--- config.mk ---
export PLATFORM = sky130hd
export DESIGN_NAME = phase_top
export DESIGN_NICKNAME = d
export VERILOG_FILES = /design/src/rtl/phase_top.sv
export SDC_FILE = /design/constraint.sdc
export NUM_CORES = 1
export LEC_CHECK = 0
export ABC_AREA = 1
export CORE_AREA = 2 2 39 41
export CTS_CLUSTER_DIAMETER = 60
export DETAILED_ROUTE_END_ITERATION = 12
export DIE_AREA = 0 0 41 43
export PLACE_DENSITY_LB_ADDON = 0.25
export SLEW_MARGIN = 20
export SYNTH_ARGS = -nofsm -noshare
export SYNTH_HDL_FRONTEND = slang
export SYNTH_SLANG_ARGS = --single-unit
--- constraint.sdc ---
create_clock -name clk -period 1.3 [get_ports clk]
set_input_delay 0.26 -clock clk [delete_from_list [all_inputs] [get_ports clk]]
set_output_delay 0.26 -clock clk [all_outputs]
set_load 0.01 [all_outputs]
--- src/rtl/phase_top.sv ---
// ---------------------------------------------------------------------------
// phase_top
//
// Phase generator for the quarter-wave DDS. It produces a free-running
// intra-quadrant count plus two quadrant flags. Together {s, p, cnt} form an
// (CNT_W+2)-bit up-counter that wraps every 4*2^CNT_W clocks with no dead
// cycles.
//
// Ports
//   clk  in   1      system clock, rising edge
//   rst  in   1      synchronous, active-high reset (forces Q0 / cnt = 0)
//   cnt  out  CNT_W  intra-quadrant phase count, registered
//   p    out  1      mirror flag (quadrants 1 and 3), registered
//   s    out  1      sign flag (quadrants 2 and 3), registered
// ---------------------------------------------------------------------------
module phase_top #(
    parameter int CNT_W = 6
) (
    input  logic             clk,
    input  logic             rst,
    output logic [CNT_W-1:0] cnt,
    output logic             p,
    output logic             s
);

    // The state encoding is chosen as (s, p), so both flags come straight
    // from the state flops with no decode logic between flop and port.
    typedef enum logic [1:0] {
        Q0 = 2'b00,  // rising positive quarter
        Q1 = 2'b01,  // falling positive quarter
        Q2 = 2'b10,  // falling negative quarter
        Q3 = 2'b11   // rising negative quarter
    } quad_t;

    quad_t            quad_p0;
    quad_t            quad_nxt;
    logic [CNT_W-1:0] cnt_p0;
    logic             wrap;

    // The count wraps on the same edge that the quadrant advances, so there
    // is never a cycle showing cnt = 0 together with the old quadrant.
    assign wrap = (cnt_p0 == {CNT_W{1'b1}});

    // ---- stage p0: count and quadrant registers ----
    always_ff @(posedge clk) begin
        if (rst) begin
            cnt_p0  <= '0;
            quad_p0 <= Q0;
        end else begin
            cnt_p0  <= cnt_p0 + {{(CNT_W-1){1'b0}}, 1'b1};
            quad_p0 <= quad_nxt;
        end
    end

    always_comb begin
        quad_nxt = quad_p0;
        if (wrap) begin
            unique case (quad_p0)
                Q0:      quad_nxt = Q1;
                Q1:      quad_nxt = Q2;
                Q2:      quad_nxt = Q3;
                Q3:      quad_nxt = Q0;
                default: quad_nxt = Q0;
            endcase
        end
    end

    assign cnt = cnt_p0;
    assign p   = quad_p0[0];
    assign s   = quad_p0[1];

endmodule

==> impl_results.md <==
* Sequential share of the synthesized area at 0.4324
* Most frequent cell after synthesis: nor2_1
* Post-route cell area at 515.5 sq um
* CP cell instances: dlygate4sd2_1
* Post-Syn Nets at 57
* Detailed Routing Iterations Pass 1 at 2
* DP HPWL at approximately 500 um
* Die Area at 1763 sq um
* Hold Violations, Final at 0
* Number of synthesis warnings at 0
* Clk buf depth at 2
* Post-Place Cells at 80
* Post-CTS setup buffer count at 0
* Max-slew violations at 0
* Final ANT Viol Nets at 0
* TritonCTS clock tree: built
* DRC Markers at 0
* Mean Syn Cell Area at 7.122 sq um
* Routed WL per cell at 7.795 um
* Max cap viols at 0
* Yosys top cell area share at 0.4324
* Slew at the pin closest to its max-slew limit at 0.1597 ns
* Area leader, netlist: dfxtp_1
* CP Data Arrival Time at 0.90 ns
* Post-route setup TNS at 0 ns
* FP Rows at 14
* Worst path slowest cell: dfxtp_1
* CP required at roughly 1.0 ns
* Die height at between 40 and 50 um
* Clk root buf: clkbuf_4
* First DRT Iteration DRCs at 3
* CP max FO at 4
* Hold slack at roughly 0.46 ns
* Number of synthesized register bits at 8
* Min cycle time layout at 1.159 ns
* Min-delay worst type: register to register
* Core outline area at 1384 sq um
* Synthesized area at about 370 sq um
* Number of global-route vias before repair at 284
* H-tree depth at 1
* Pleak at between 0.2 and 0.3 nW
* Fin nets at 74
* Post-synth EDFFs at 0
* Async set-reset flop share out of synthesis at 0
* Layout cell share with drive strength beyond 1 at 0.1343
* DR vias at 343
* Placed Area at ~500 sq um
* Overflow after GRT at 0
* Initial antenna violation count at 0
* Starting Density at 0.2676
* Top post-synthesis cells by area: dfxtp_1 (43%), nor2_1 (11%), ha_1 (10%)
* Worst path max stage delay at 0.37 ns
* Port bufs at 9
* Outcome: completed
* Worst Path Buf+Inv at 1
* Clock-pin slew on the worst setup and hold paths at 0.05 ns
* Gp weighted congestion at between 0.7 and 0.8
* CTS buffer count at 3
* Ys flop type: dfxtp_1
* Area grow syn2layout at 39.19%
* Clock sinks at 8
* Worst-case clock skew at between 0.002 and 0.0025 ns
* Crit. End Element: output pin
* Final core utilization at 0.3725
* Setup violations, final at 0
* Period utilization at 0.8919
* Top delay family on crit path: flip-flops
* First-pass GRT wire length at 1104 um
* Power density over the cells at 957.1 nW/um^2
* Startpoint Class: register
* Total Wirelength at 647 um
* Largest net degree at the start of global routing at 6
* Layout fillers at 159
* Crit path kind: register to output pin
* RSZ-0062 raised after global routing: no
* Post-synth top cells: nor2_1 (11), inv_1 (10), dfxtp_1 (8), nand2_1 (8), nand3_1 (4)
* Slack of the critical path at 0.1405 ns
* Max-slew headroom at 0.8924
* FF-to-FF setup slack at ~0.23 ns
* # diodes at 0
* Die Wd at about 41 um
* Pre-CTS setup slack at 0.1359 ns
* Peak Freq at 862.5 MHz
* Boundary Pins at 10
* Synth Instances at 52
* Worst vdd ir at 440.2 uV
* Design Power at 0.4934 mW
* Clk Latency, worst-skew pair at 0.25 ns
* Netlist cell types at 10
* Fin cells at 83
* Gr usage total at 0.09677
* Via/cell ratio at 4.133
## report_power, final
| group | internal [mW] | switching [mW] | total [mW] |
|---|---|---|---|
| clock network | 0.106 | 0.0858 | 0.191 |
| logic | 0.0215 | 0.0215 | 0.0430 |
| registers | 0.253 | 0.00567 | 0.259 |
## metal layers
layer	global-route usage	up-vias	wire, um
li1	-	188	-
met1	0.1173	145	301
met2	0.1188	8	292
met3	0.05236	2	44
met4	0.08000	0	9
met5	0	-	0
## path summary, 6_finish.rpt
check / depth (start not counted) / from / endpoint
hold / removal: 1 / cnt[0]$_SDFF_PP0_ / cnt[0]$_SDFF_PP0_
setup / recovery: 1 / cnt[5]$_SDFF_PP0_ / cnt[5]
hold reg to reg: 1 / cnt[0]$_SDFF_PP0_ / cnt[0]$_SDFF_PP0_
setup reg to reg: 6 / cnt[0]$_SDFF_PP0_ / quad_p0[1]$_SDFFE_PP0N_
## cell usage in the layout, fill, tap and decap left out, drive strengths merged
cell type and n:
nor2 13, clkdlybuf4s50 1, a21oi 3, dlygate4sd2 8, inv 10, nand3 4, dfxtp 8, nand2 9
clkbuf 3, ha 3, o21ai 2, buf 3
## state kept, by name, summed over array words and instances, names as in the netlist
register,count
cnt,6
quad_p0,2
## logic make-up (layout without fill, tap and decap cells)
| logic type | Yosys count | after routing | share of synthesized area |
|---|---|---|---|
| AND/OR/NAND/NOR | 26 | 26 | 0.2973 |
| buffers and inverters | 10 | 25 | 0.1014 |
| AO/OA/AOI/OAI | 5 | 5 | 0.06756 |
| flip-flops | 8 | 8 | 0.4324 |
| adder cells (fa/ha/maj) | 3 | 3 | 0.1014 |
## final cells by class
cell class                 instances  area, sq um  area share
multi-input combinational         34        172.7      0.3350
sequential                         8        160.2      0.3107
timing repair buffer              12        102.6      0.1990
inverter                          10        37.54     0.07282
clock buffer                       3        22.52     0.04369
tap                               16        20.02     0.03883
## worst register-to-register path: cells and delay by family (launching register included)
family / cells / cell delay (ns)
DFF: 1 / 0.36
and+or+nand+nor: 5 / 0.39
adders and majority gates: 1 / 0.21
## repair_timing
| item | in CTS | in global routing |
|---|---|---|
| hold buffers | 0 | 0 |
| endpoints found under the hold margin | 0 | 0 |
| setup endpoints to repair | 8 | 0 |
| resized for setup | 8 | 0 |
No activity file was read; power rests on OpenSTA's default activity.
